===== src/rtl/i2c_pkg.sv =====
// Shared I2C definitions used by i2c_master and i2c_target: master command
// codes, target FSM state encoding and bus ACK/NACK levels.
package i2c_pkg;

  typedef enum logic [2:0] {
    CMD_NOP, CMD_START, CMD_WRITE, CMD_READ, CMD_STOP, CMD_RSTART
  } i2c_cmd_e;

  typedef enum logic [2:0] {
    TGT_IDLE, TGT_ADDR, TGT_ADDR_ACK, TGT_WR_DATA,
    TGT_WR_ACK, TGT_RD_DATA, TGT_RD_ACK, TGT_IGNORE
  } tgt_state_e;

  localparam logic       ACK_LVL      = 1'b0;
  localparam logic       NACK_LVL     = 1'b1;
  localparam logic [6:0] GENERAL_CALL = 7'h00;

endpackage


===== src/rtl/i2c_in_filter.sv =====
// Pad input conditioner: 2-FF synchronizer, then a glitch filter that only
// accepts a new level after it has been stable for FLT_LEN clocks. Rise/fall
// pulses coincide with the filtered level update (pad -> edge = 2+FLT_LEN clk).
module i2c_in_filter #(
  parameter int FLT_LEN = 3
) (
  input  logic clk,
  input  logic rst_n,
  input  logic pad,
  output logic lvl,
  output logic rise,
  output logic fall
);
  localparam int CW = $clog2(FLT_LEN + 1);

  logic [1:0]    sync_q;
  logic [CW-1:0] cnt;
  logic          flip;

  assign flip = (sync_q[1] != lvl) && (cnt == CW'(FLT_LEN - 1));

  // Synchronize the asynchronous pad; idle bus level is high.
  // NOTE: sequential state uses non-blocking assignments so every flop samples pre-edge values.
  always_ff @(posedge clk or negedge rst_n) begin
    if (!rst_n) sync_q <= 2'b11;
    else        sync_q <= {sync_q[0], pad};
  end

  // Count consecutive cycles the synchronized level differs from the filtered one.
  always_ff @(posedge clk or negedge rst_n) begin
    if (!rst_n) begin
      lvl  <= 1'b1;
      cnt  <= '0;
      rise <= 1'b0;
      fall <= 1'b0;
    end else begin
      rise <= flip &  sync_q[1];
      fall <= flip & ~sync_q[1];
      if (sync_q[1] == lvl) begin
        cnt <= '0;
      end else if (flip) begin
        lvl <= sync_q[1];
        cnt <= '0;
      end else begin
        cnt <= cnt + 1'b1;
      end
    end
  end

endmodule


===== src/rtl/i2c_target.sv =====
// I2C target: answers one 7-bit address, reports write bytes on rx_*, fetches
// read bytes through tx_req/tx_valid. Lines are open-drain (*_oe = pull low).
// Optional clock stretching on late read data: define I2C_TARGET_STRETCH_EN.
module i2c_target
  import i2c_pkg::*;
#(
  parameter logic [6:0] ADDR    = 7'h3C,
  parameter int         FLT_LEN = 3
) (
  input  logic       clk,
  input  logic       rst_n,
  input  logic       scl_i,
  input  logic       sda_i,
  output logic       scl_oe,
  output logic       sda_oe,
  output logic       evt_start,
  output logic       evt_stop,
  output logic [7:0] rx_data,
  output logic       rx_stb,
  output logic       tx_req,
  input  logic [7:0] tx_data,
  input  logic       tx_valid,
  output logic       tx_nack,
  output logic       busy
);
  logic scl_lvl, scl_rise, scl_fall, sda_lvl, sda_rise, sda_fall;
  logic start_c, stop_c, start_byte;

  tgt_state_e state, state_d;
  logic [3:0] bit_cnt, cnt_d;
  logic [7:0] shreg, sh_d, tx_buf, tx_buf_d, rx_data_d;
  logic rw, rw_d, tx_open, tx_open_d, tx_have, tx_have_d, rd_first, rd_first_d;
  logic sda_oe_d, busy_d, evt_start_d, evt_stop_d, rx_stb_d, tx_req_d, tx_nack_d;

  i2c_in_filter #(.FLT_LEN(FLT_LEN)) u_scl_flt (
    .clk(clk), .rst_n(rst_n), .pad(scl_i), .lvl(scl_lvl), .rise(scl_rise), .fall(scl_fall));
  i2c_in_filter #(.FLT_LEN(FLT_LEN)) u_sda_flt (
    .clk(clk), .rst_n(rst_n), .pad(sda_i), .lvl(sda_lvl), .rise(sda_rise), .fall(sda_fall));

  // Bus conditions take priority over any bit sample in the same cycle.
  assign start_c = sda_fall & scl_lvl;
  assign stop_c  = sda_rise & scl_lvl;

`ifdef I2C_TARGET_STRETCH_EN
  logic scl_hold, scl_hold_d;
  assign scl_oe = scl_hold;
`else
  assign scl_oe = 1'b0;
`endif

  // Next-state, datapath and pulse computation.
  // NOTE: every signal gets a default first so no path leaves it unassigned (no latches).
  always_comb begin
    state_d     = state;
    cnt_d       = bit_cnt;
    sh_d        = shreg;
    rw_d        = rw;
    tx_buf_d    = tx_buf;
    tx_open_d   = tx_open;
    tx_have_d   = tx_have;
    rd_first_d  = rd_first;
    sda_oe_d    = sda_oe;
    busy_d      = busy;
    rx_data_d   = rx_data;
    evt_start_d = 1'b0;
    evt_stop_d  = 1'b0;
    rx_stb_d    = 1'b0;
    tx_req_d    = 1'b0;
    tx_nack_d   = 1'b0;
    start_byte  = 1'b0;
`ifdef I2C_TARGET_STRETCH_EN
    scl_hold_d  = scl_hold;
`endif

    // Read byte capture window: open from tx_req until the byte starts.
    if (tx_valid && tx_open) begin
      tx_buf_d  = tx_data;
      tx_have_d = 1'b1;
    end

    if (start_c || stop_c) begin
      state_d     = start_c ? TGT_ADDR : TGT_IDLE;
      evt_start_d = start_c;
      evt_stop_d  = stop_c;
      cnt_d       = '0;
      sda_oe_d    = 1'b0;
      busy_d      = 1'b0;
      tx_open_d   = 1'b0;
      tx_have_d   = 1'b0;
      rd_first_d  = 1'b0;
`ifdef I2C_TARGET_STRETCH_EN
      scl_hold_d  = 1'b0;
`endif
    end else begin
      case (state)
        TGT_ADDR: if (scl_rise) begin
          sh_d  = {shreg[6:0], sda_lvl};
          cnt_d = bit_cnt + 4'd1;
          if (bit_cnt == 4'd7) begin
            cnt_d = '0;
            if (sh_d[7:1] == ADDR && sh_d[7:1] != GENERAL_CALL) begin
              state_d = TGT_ADDR_ACK;
              busy_d  = 1'b1;
              rw_d    = sh_d[0];
              if (sh_d[0]) begin
                tx_req_d  = 1'b1;
                tx_open_d = 1'b1;
                tx_have_d = 1'b0;
              end
            end else begin
              state_d = TGT_IGNORE;
            end
          end
        end
        // bit_cnt 0: waiting for the fall that opens the ACK slot; 1: inside it.
        TGT_ADDR_ACK, TGT_WR_ACK: if (scl_fall) begin
          if (bit_cnt == 4'd0) begin
            sda_oe_d = ~ACK_LVL;
            cnt_d    = 4'd1;
          end else begin
            sda_oe_d = 1'b0;
            cnt_d    = '0;
            if (state == TGT_ADDR_ACK && rw) begin
              state_d    = TGT_RD_DATA;
              start_byte = 1'b1;
            end else begin
              state_d = TGT_WR_DATA;
            end
          end
        end
        TGT_WR_DATA: if (scl_rise) begin
          sh_d  = {shreg[6:0], sda_lvl};
          cnt_d = bit_cnt + 4'd1;
          if (bit_cnt == 4'd7) begin
            rx_data_d = sh_d;
            rx_stb_d  = 1'b1;
            state_d   = TGT_WR_ACK;
            cnt_d     = '0;
          end
        end
        TGT_RD_DATA: begin
          if (scl_fall) begin
            if (rd_first) begin
              start_byte = 1'b1;
            end else if (bit_cnt == 4'd8) begin
              state_d  = TGT_RD_ACK;
              sda_oe_d = 1'b0;
              cnt_d    = '0;
            end else begin
              sh_d     = {shreg[6:0], 1'b1};
              sda_oe_d = ~shreg[6];
            end
          end else if (scl_rise && !rd_first) begin
            cnt_d = bit_cnt + 4'd1;
          end
        end
        TGT_RD_ACK: if (scl_rise) begin
          if (sda_lvl == ACK_LVL) begin
            tx_req_d   = 1'b1;
            tx_open_d  = 1'b1;
            tx_have_d  = 1'b0;
            rd_first_d = 1'b1;
            state_d    = TGT_RD_DATA;
          end else begin
            tx_nack_d = 1'b1;
            state_d   = TGT_IGNORE;
          end
        end
        default: ;
      endcase

      // First fall of a read byte: present the MSB, or fall back when no data.
      if (start_byte) begin
        cnt_d      = '0;
        rd_first_d = 1'b0;
        if (tx_have_d) begin
          sh_d      = tx_buf_d;
          sda_oe_d  = ~tx_buf_d[7];
          tx_open_d = 1'b0;
          tx_have_d = 1'b0;
        end else begin
`ifdef I2C_TARGET_STRETCH_EN
          scl_hold_d = 1'b1;
          sda_oe_d   = 1'b0;
`else
          sh_d      = 8'hFF;
          sda_oe_d  = 1'b0;
          tx_open_d = 1'b0;
`endif
        end
      end

`ifdef I2C_TARGET_STRETCH_EN
      // Data arrived during a stretch: release SCL together with the MSB.
      if (scl_hold && tx_have) begin
        scl_hold_d = 1'b0;
        sh_d       = tx_buf;
        sda_oe_d   = ~tx_buf[7];
        tx_open_d  = 1'b0;
        tx_have_d  = 1'b0;
      end
`endif
    end
  end

  // State and datapath registers; reset releases both lines immediately.
  always_ff @(posedge clk or negedge rst_n) begin
    if (!rst_n) begin
      state     <= TGT_IDLE;
      bit_cnt   <= '0;
      shreg     <= '0;
      rw        <= 1'b0;
      tx_buf    <= '0;
      tx_open   <= 1'b0;
      tx_have   <= 1'b0;
      rd_first  <= 1'b0;
      sda_oe    <= 1'b0;
      busy      <= 1'b0;
      rx_data   <= 8'h00;
      evt_start <= 1'b0;
      evt_stop  <= 1'b0;
      rx_stb    <= 1'b0;
      tx_req    <= 1'b0;
      tx_nack   <= 1'b0;
`ifdef I2C_TARGET_STRETCH_EN
      scl_hold  <= 1'b0;
`endif
    end else begin
      state     <= state_d;
      bit_cnt   <= cnt_d;
      shreg     <= sh_d;
      rw        <= rw_d;
      tx_buf    <= tx_buf_d;
      tx_open   <= tx_open_d;
      tx_have   <= tx_have_d;
      rd_first  <= rd_first_d;
      sda_oe    <= sda_oe_d;
      busy      <= busy_d;
      rx_data   <= rx_data_d;
      evt_start <= evt_start_d;
      evt_stop  <= evt_stop_d;
      rx_stb    <= rx_stb_d;
      tx_req    <= tx_req_d;
      tx_nack   <= tx_nack_d;
`ifdef I2C_TARGET_STRETCH_EN
      scl_hold  <= scl_hold_d;
`endif
    end
  end

endmodule

===== config.mk =====
export PLATFORM = sky130hd
export DESIGN_NAME = i2c_target
export DESIGN_NICKNAME = d
export VERILOG_FILES = /design/src/rtl/i2c_pkg.sv /design/src/rtl/i2c_in_filter.sv /design/src/rtl/i2c_target.sv
export SDC_FILE = /design/constraint.sdc
export NUM_CORES = 1
export LEC_CHECK = 0
export CORE_MARGIN = 1.5
export CORE_UTILIZATION = 45
export DETAILED_ROUTE_END_ITERATION = 8
export PLACE_DENSITY = 0.78
export SYNTH_ARGS = -nofsm -noshare
export SYNTH_HDL_FRONTEND = slang
export SYNTH_HIERARCHICAL = 1
export SYNTH_SLANG_ARGS = --single-unit

===== constraint.sdc =====
create_clock -name clk -period 6.25 [get_ports clk]
set_clock_uncertainty 0.05 [all_clocks]
set_input_delay 0.625 -clock clk [delete_from_list [all_inputs] [get_ports clk]]
set_output_delay 0.625 -clock clk [all_outputs]
set_load 0.02 [all_outputs]

**Word-level counts from Yosys, hierarchy flattened**

Cells that the tools add are included.

- Add/sub/neg operators: 3
- Bitwise gates (word level): 13
- Reduce and logical (&&, ||, !) cells: 34
- Eq/ne operators: 43
- Multiplexer cells: 100

Operator list:

| cell | count |
|---|---|
| $mux 1 | 58 |
| $mux 7 | 6 |
| $mux 3 | 13 |
| $mux 4 | 9 |
| $ne 3x3->1 const B | 8 |
| $ne 4x3->1 const B | 5 |
| $ne 3x2->1 const B | 6 |
| $ne 4x4->1 const B | 4 |
| $pmux 3 s5 | 1 |
| $pmux 7 s2 | 1 |
| $pmux 4 s3 | 1 |
| $reduce_and 4->1 | 3 |
| $reduce_and 6->1 | 2 |
| $reduce_and 11->1 | 1 |
| $mux 2 | 5 |
| $ne 5x5->1 const B | 2 |
| $pmux 1 s2 | 5 |
| $eq 3x3->1 const B | 3 |
| $reduce_bool 3->1 | 3 |
| $mux 8 | 1 |
| $reduce_bool 2->1 | 4 |
| $reduce_bool 4->1 | 2 |
| $eq 7x6->1 const B | 1 |
| $not 1->1 | 7 |
| other kinds (25) | 42 |

- Input port bits: 13
- Flip-flop bits (word level): 55
- Word-level logic and storage cells: 219
- Output and inout bits: 16

**Longest topological paths before layout**

Gate-level depths: netlist (run 1).

- Depth in word-level cells: 11
- Mapped depth: 8
- Gate-level depth less buffers: 7

**Modules after synthesis**

The synthesis (run 1) kept the hierarchy.

By module, submodules not included:

| module | cells an instance | times used | sequential area each (µm²) | area each (µm²) |
|---|---|---|---|---|
| i2c_target | 225 | 1 | 1,026.0 | 2,292.2 |
| i2c_in_filter | 14 | 2 | 178.9 | 244.0 |

**Worst setup path after synthesis (run 1)**

Ideal clock, no wire load.

- Path kind: reg-to-reg
- From: register bit_cnt[0]
- To: register shreg[1]
- Arrival time: 2.077 ns
- Path buffers: 1
- Required time: 6.075 ns
- Period minus slack after synthesis: 2.252 ns
- Slack: 3.998 ns
- Stages on the path, launching flop included: 9
- Setup time: 0.125 ns
- Path through: dfrtp_1 -> inv_1 -> ha_1 -> or3b_1 -> buf_2 -> a32o_2 -> nand2_4 -> mux2_2 -> mux2_4

- Word-level cells in the longest chain between the ends: 7
- Elaborated cells on any way between the ends: 19
- Those cells by class: 6 x eq/ne; 10 x mux; 3 x reduce/logical

Ends and longest elaborated chain:

| element | line | source |
|---|---|---|
| start: declaration | i2c_target.sv:30 | `logic [3:0] bit_cnt, cnt_d;` |
| start signal: assignment | i2c_target.sv:230 | `bit_cnt <= cnt_d;` |
| $logic_not 4->1 / $eq 4x3->1 (equally long branches) | i2c_target.sv:117, i2c_target.sv:99 |  |
| $mux 1 (on tied branches) | i2c_target.sv:117, i2c_target.sv:99 |  |
| $mux 1 (on tied branches) | i2c_target.sv:116, i2c_target.sv:96 |  |
| $pmux 1 s2 | i2c_target.sv:95 | `case (state)` |
| $mux 1 | i2c_target.sv:81 | `if (start_c \|\| stop_c) begin` |
| $ne 3x2->1 (no source line), or another cell as far along | n/a |  |
| $reduce_and 6->1 (no source line) / $mux 7 (equally long branches) | n/a |  |
| end signal: assignment | i2c_target.sv:211 | `shreg <= '0;` |
| end signal: assignment | i2c_target.sv:231 | `shreg <= sh_d;` |
| end: declaration | i2c_target.sv:31 | `logic [7:0] shreg, sh_d, tx_buf, tx_buf_d, rx_data_d;` |

Several ways; a longest one is shown, not always the timed one. The select of a mux whose other input is x is not followed.
A chain may end at the register's enable or synchronous reset.

**Final worst setup path (run 1)**

- From: register bit_cnt[0]
- To: register shreg[6]

Same word-level chain as after synthesis.

==> results of run 1 <==
cell families after synthesis:
group	count (synthesis)	synth area share, %
AO/OA/AOI/OAI	51	12.8
buffers and inverters	20	3.02
XOR/XNOR	3	0.945
other	1	0.135
multiplexers	24	10.9
adder cells (fa/ha/maj)	2	0.900
AND/OR/NAND/NOR	97	21.5
flip-flops	55	49.8
sequential cells by signal, summed over array words and instances (netlist names), 2 cells and up:
signal            count
u_sda_flt/cnt         2
rx_data               8
shreg                 7
bit_cnt               4
u_scl_flt/cnt         2
u_scl_flt/sync_q      2
u_sda_flt/sync_q      2
tx_buf                8
state                 3
area by class of cell:
cell class                 instances  area [um^2]
clock inverter                     2         16.3
multi-input combinational        178         1310
fill                             532         2760
timing repair buffer              29          280
inverter                           9         33.8
clock buffer                       6         72.6
tap                               75         93.8
sequential                        55         1380
how the worst max path moves through the flow:
stage / to / cells past startpoint / slack, ps / startpoint
2_1_floorplan: shreg[1]$_DFFE_PN0P_ / 8 / 4000 / bit_cnt[0]$_DFFE_PN0P_
3_3_place_gp: shreg[3]$_DFFE_PN0P_ / 5 / 3810 / tx_valid
3_5_place_dp: shreg[4]$_DFFE_PN0P_ / 5 / 3790 / tx_valid
4_1_cts: shreg[6]$_DFFE_PN0P_ / 7 / 3820 / bit_cnt[0]$_DFFE_PN0P_
5_1_grt: shreg[3]$_DFFE_PN0P_ / 5 / 3710 / state[2]$_DFFE_PN0P_
6_report: shreg[6]$_DFFE_PN0P_ / 7 / 3820 / bit_cnt[0]$_DFFE_PN0P_
stage by stage:
| stage | power [uW] | worst slack [ps] | hold WS [ps] |
|---|---|---|---|
| 6_report | 848 | 3820 | 310 |
| 3_3_place_gp | 649 | 3810 | 296 |
| 5_1_grt | 900 | 3710 | 316 |
| 4_1_cts | 855 | 3820 | 312 |
| 3_5_place_dp | 656 | 3790 | 297 |
| 2_1_floorplan | 602 | 4000 | 279 |
per-layer routing:
metal / vias up / share of wire, % / GRT usage (%)
met5: - / 0 / 0
met4: 0 / 1.3 / 5.08
met3: 6 / 4.8 / 3.67
met2: 52 / 45 / 26.0
met1: 926 / 49 / 26.9
li1: 953 / - / -
power groups by stage:
stage / sequential [uW] / combinational, uW / clock [uW]
2_1_floorplan: 438 / 164 / 0
4_1_cts: 453 / 197 / 205
3_5_place_dp: 460 / 196 / 0
6_report: 454 / 196 / 199
5_1_grt: 462 / 218 / 220
3_3_place_gp: 457 / 193 / 0
placed cells by master (no fill, tap or decap), drive strengths merged, types with 2 or more instances in the layout:
cell	netlist	final
dfstp	6	6
nor3	8	8
and2	2	2
nand2	32	32
dfrtp	49	49
ha	2	2
nand2b	4	4
a211oi	2	2
and3	6	6
inv	9	10
xnor2	2	2
nor2b	9	9
o211a	2	2
a221oi	2	2
o21ai	19	19
nand3b	4	4
mux2	24	24
nor3b	11	11
nor4	2	2
o2bb2ai	2	2
a31oi	3	3
nand3	5	5
o22ai	3	3
buf	5	3
clkbuf	6	6
and3b	2	2
nor2	8	8
a21oi	8	8
clkdlybuf4s50	0	26
critical path: stages, from the launching register on:
cell and delay [ps]:
dfrtp_1 440, inv_1 80, ha_1 170, or3b_1 480, a32o_2 360, nand2_4 140
mux2_2 360, mux2_4 250
==> results.json, run 1 <==
{
  "cellLeakagePower_uw": 0.00148,
  "peakVddDrop_uv": 208,
  "seq_power_share_pct": 53.5,
  "startpoint_type": "register",
  "swShare_pct": 32.3,
  "clkLatencyLatePin_ps": 310,
  "drc_errors": 0,
  "vias": 1937,
  "path_class": "register to register",
  "yosysSeqAreaShare_pct": 49.8,
  "cts_made_buffers": 5,
  "maxCapViolations": 0,
  "arrival_ps": 2590,
  "cts_resized": 0,
  "clockBufferDepth": 2,
  "yosys_warnings": 6,
  "rows": 28,
  "finalInstanceArea_um2": 3190,
  "clkSinkCount": 55,
  "rsz0062_at_grt": "no",
  "netlist_instances": 253,
  "required_ps": 6400,
  "cts-root-buf": "clkbuf_8",
  "grt_pass1_wl_um": 9040,
  "n_antenna_cell": 0,
  "area_delta_synth_final_pct": 14.9,
  "yosysMostFrequentCell": "dfrtp_1",
  "clkSlewWorstSetupHoldPaths_ps": 100,
  "place_inst": 346,
  "fp.dieW_um": 81.6,
  "rr_worst_depth": 7,
  "die_area_um2": 6660,
  "portBuffers": 27,
  "p_comb_share_pct": 23.1,
  "yosys-top-cells-area": "dfrtp_1, dfstp_2, mux2_4",
  "min_path_cells": 0,
  "finish.utilization_pct": 53.6,
  "avgRoutedWirePerCell_um": 15.0,
  "htree_levels": 2,
  "cp-end-kind": "register",
  "worstMarginPinSlew_ps": 723,
  "overflow": 0,
  "min_period_ps": 2430,
  "synth_fp_nets": 268,
  "power_switching_uw": 274,
  "internal-power_uw": 574,
  "status": "finished, final reports clean",
  "coreArea_um2": 5960,
  "vias_per_cell": 5.47,
  "yosys.area.top_type_share_pct": 44.1,
  "r2r_end": "shreg[6]$_DFFE_PN0P_",
  "synth_edf_count": 0,
  "yosys-top-cells-count": "dfrtp_1, nand2_1, o21ai_0",
  "drtIter0Drc": 117,
  "reg2reg_from": "bit_cnt[0]$_DFFE_PN0P_",
  "holdPathEnd": "u_sda_flt/sync_q[1]$_DFF_PN1_",
  "p_clk_share_pct": 23.4,
  "finalSetupViolCount": 0,
  "start_util_pct": 46.7,
  "synth_area_um2": 2780,
  "r2r_slack_ps": 3820,
  "finalNonFillerCells": 354,
  "placed_area_um2": 3100,
  "nets": 293,
  "hold_viol": 0,
  "async_flop_share_pct": 100,
  "layout-drive-gt1-share_pct": 16.1,
  "crit_path_max_fanout": 9,
  "cts_tree": "built",
  "grt_start_max_net_pins": 56,
  "pin_count": 29,
  "clock.fmax_ghz": 0.411,
  "yosys.area.top_type": "dfrtp_1",
  "min_from": "u_sda_flt/sync_q[0]$_DFF_PN1_",
  "firstDrtPassIters": 4,
  "grt_pass1_vias": 1803,
  "gp_congestion": 0.917,
  "report.final.slew_viol_count": 0,
  "dp_hpwl_um": 3750,
  "synth_cell_type_count": 57,
  "synth_flop_cell": "dfrtp_1",
  "track_usage_pct": 17.9,
  "fin_crit_sh_pct": 38.9,
  "tns_ps": 0,
  "synth_seq_cells": 55,
  "avgSynthCellArea_um2": 11.0,
  "cts_hold_buf": 0,
  "wl_um": 5300,
  "power_density_nw_per_um2": 266,
  "grt_antenna_before_repair": 0,
  "post_cts_buffers": 0,
  "hp-class": "register to register",
  "drtAntennaViolNets": 0,
  "die_h_um": 81.6,
  "relSlewSlack_pct": 51.8
}
Note: power is estimated with default switching activity, not from simulation.
==> inputs of run 2 (changes only) <==
==> constraint.sdc (replaced) <==
create_clock -name clk -period 2.4 [get_ports clk]
set_clock_uncertainty 0.05 [all_clocks]
set_input_delay 0.24 -clock clk [delete_from_list [all_inputs] [get_ports clk]]
set_output_delay 0.24 -clock clk [all_outputs]
set_load 0.02 [all_outputs]
==> run 2 against run 1 <==
Compared with the run above: the flow now finishes with violations (negative hold slack); wire length increased by 1.3%; combinational power grew to 2.9 times the previous value; die area stayed put; register-to-register slack worse by 3700 ps; total power rose to 2.8 times the previous value; non-clock buffer count grew 5; setup slack worse by 3700 ps; count of clock-buffer cells in the layout is the same; sequential share of layout area down 0.78 points; via count increased by 3.9%; cell count increased by 1.4%; largest cell class unchanged.
==> results.json, run 2 (synthesis results as in run 1) <==
{
  "maxCapViolations": 0,
  "violations": "negative hold slack",
  "gp_congestion": 0.834,
  "cts_made_buffers": 5,
  "tns_ps": 0,
  "drc_errors": 0,
  "avgRoutedWirePerCell_um": 14.9,
  "report.final.slew_viol_count": 0,
  "cts_resized": 0,
  "whs_ps": -14.9,
  "overflow": 0,
  "rr_worst_depth": 7,
  "coreArea_um2": 5960,
  "hp-class": "primary input to async pin",
  "relSlewSlack_pct": 54.9,
  "post_cts_buffers": 0,
  "fin_crit_sh_pct": 95.9,
  "clkSlewWorstSetupHoldPaths_ps": 100,
  "fp.dieW_um": 81.6,
  "drtIter0Drc": 126,
  "rows": 28,
  "peakVddDrop_uv": 466,
  "track_usage_pct": 17.9,
  "cp-end-kind": "register",
  "clockBufferDepth": 2,
  "rsz0062_at_grt": "no",
  "r2r_end": "shreg[6]$_DFFE_PN0P_",
  "firstDrtPassIters": 4,
  "wl_um": 5370,
  "portBuffers": 27,
  "cellLeakagePower_uw": 0.00152,
  "crit_path_max_fanout": 9,
  "path_class": "register to register",
  "finalSetupViolCount": 0,
  "htree_levels": 2,
  "power_density_nw_per_um2": 720,
  "clkSinkCount": 55,
  "cts_tree": "built",
  "drtAntennaViolNets": 0,
  "status": "finished, violations left",
  "layout-drive-gt1-share_pct": 17.6,
  "pin_count": 29,
  "cts_hold_buf": 0,
  "layout_setup_ws_ps": 98.6,
  "dp_hpwl_um": 3720,
  "die_area_um2": 6660,
  "area_delta_synth_final_pct": 17.0,
  "clock.fmax_ghz": 0.435,
  "reg2reg_from": "bit_cnt[0]$_DFFE_PN0P_",
  "reg_top3": "rx_data x8, tx_buf x8, shreg x7",
  "finish.utilization_pct": 54.6,
  "start_util_pct": 46.7,
  "required_ps": 2560,
  "vias_per_cell": 5.60,
  "n_antenna_cell": 0,
  "min_period_ps": 2300,
  "final_common_cell": "dfrtp_1",
  "grt_antenna_before_repair": 0,
  "pre_cts_slack_ps": 124,
  "hold_viol": 15,
  "vias": 2012,
  "startpoint_type": "register",
  "grt_start_max_net_pins": 56,
  "grt_pass1_wl_um": 9100,
  "r2r_slack_ps": 100,
  "die_h_um": 81.6,
  "cts-root-buf": "clkbuf_8",
  "grt_pass1_vias": 1869,
  "arrival_ps": 2460,
  "nets": 298,
  "clkLatencyLatePin_ps": 310,
  "worstMarginPinSlew_ps": 677,
  "fillers": 530,
  "final_cell_mix": "dfrtp_1, nand2_1, clkdlybuf4s50_1"
}
[run 2: where the power goes]
group	internal, uW	switching, uW	leakage, uW
logic	278	288	0.000729
registers	1030	133	0.000738
clock network	312	299	0.0000514
[run 2: per-stage QoR]
step	cell area (um^2)	hold WS, ps	power [uW]	std cells
floorplan	2780	-106	1570	253
global placement	3140	297	1720	351
detailed placement	3140	297	1740	351
CTS	3250	20.3	2360	359
global route	3250	54.9	2480	359
finish	3250	-14.9	2340	359
[run 2: area by class of cell]
cell class | instances | area (um^2) | share of cell area [%]
Sequential cell | 55 | 1380 | 42.6
Inverter | 9 | 33.8 | 1.04
Tap cell | 75 | 93.8 | 2.89
Multi-Input combinational cell | 178 | 1310 | 40.4
Clock inverter | 2 | 37.5 | 1.15
Clock buffer | 6 | 72.6 | 2.23
Timing Repair Buffer | 34 | 318 | 9.77
[run 2: worst max path at each step]
stage	startpoint	end	cells past startpoint
CTS	bit_cnt[0]$_DFFE_PN0P_	shreg[4]$_DFFE_PN0P_	7
floorplan	bit_cnt[0]$_DFFE_PN0P_	shreg[1]$_DFFE_PN0P_	8
global placement	bit_cnt[0]$_DFFE_PN0P_	shreg[2]$_DFFE_PN0P_	7
detailed placement	bit_cnt[0]$_DFFE_PN0P_	shreg[3]$_DFFE_PN0P_	7
global route	bit_cnt[0]$_DFFE_PN0P_	shreg[4]$_DFFE_PN0P_	7
finish	bit_cnt[0]$_DFFE_PN0P_	shreg[6]$_DFFE_PN0P_	7
[run 2: worst max-delay path, stage by stage, from the launching register on]
cell,delay [ps]
dfrtp_1,440
inv_1,80
ha_1,180
or3b_1,380
a32o_2,330
nand2_4,150
mux2_2,350
mux2_4,250
[run 2: metal layers]
metal	wire [um]	share of wire (%)	vias to the layer above	GRT usage, %
li1	-	-	964	-
met1	2580	48	989	25.4
met2	2470	46	54	27.0
met3	266	5.0	5	4.22
met4	57	1.1	0	6.10
met5	0	0	-	0
==> inputs of run 3 (changes only) <==
--- a/config.mk
+++ b/config.mk
@@ -5,10 +5,13 @@
 export SDC_FILE = /design/constraint.sdc
 export NUM_CORES = 1
 export LEC_CHECK = 0
+export ABC_CLOCK_PERIOD_IN_PS = 2400
 export CORE_MARGIN = 1.5
 export CORE_UTILIZATION = 45
+export CTS_CLUSTER_SIZE = 12
 export DETAILED_ROUTE_END_ITERATION = 8
 export PLACE_DENSITY = 0.78
+export SKIP_LAST_GASP = 1
 export SYNTH_ARGS = -nofsm -noshare
 export SYNTH_HDL_FRONTEND = slang
 export SYNTH_HIERARCHICAL = 1
==> results of run 3 <==
Same layout as run 2: the final DEF is identical, and so are final timing and power.
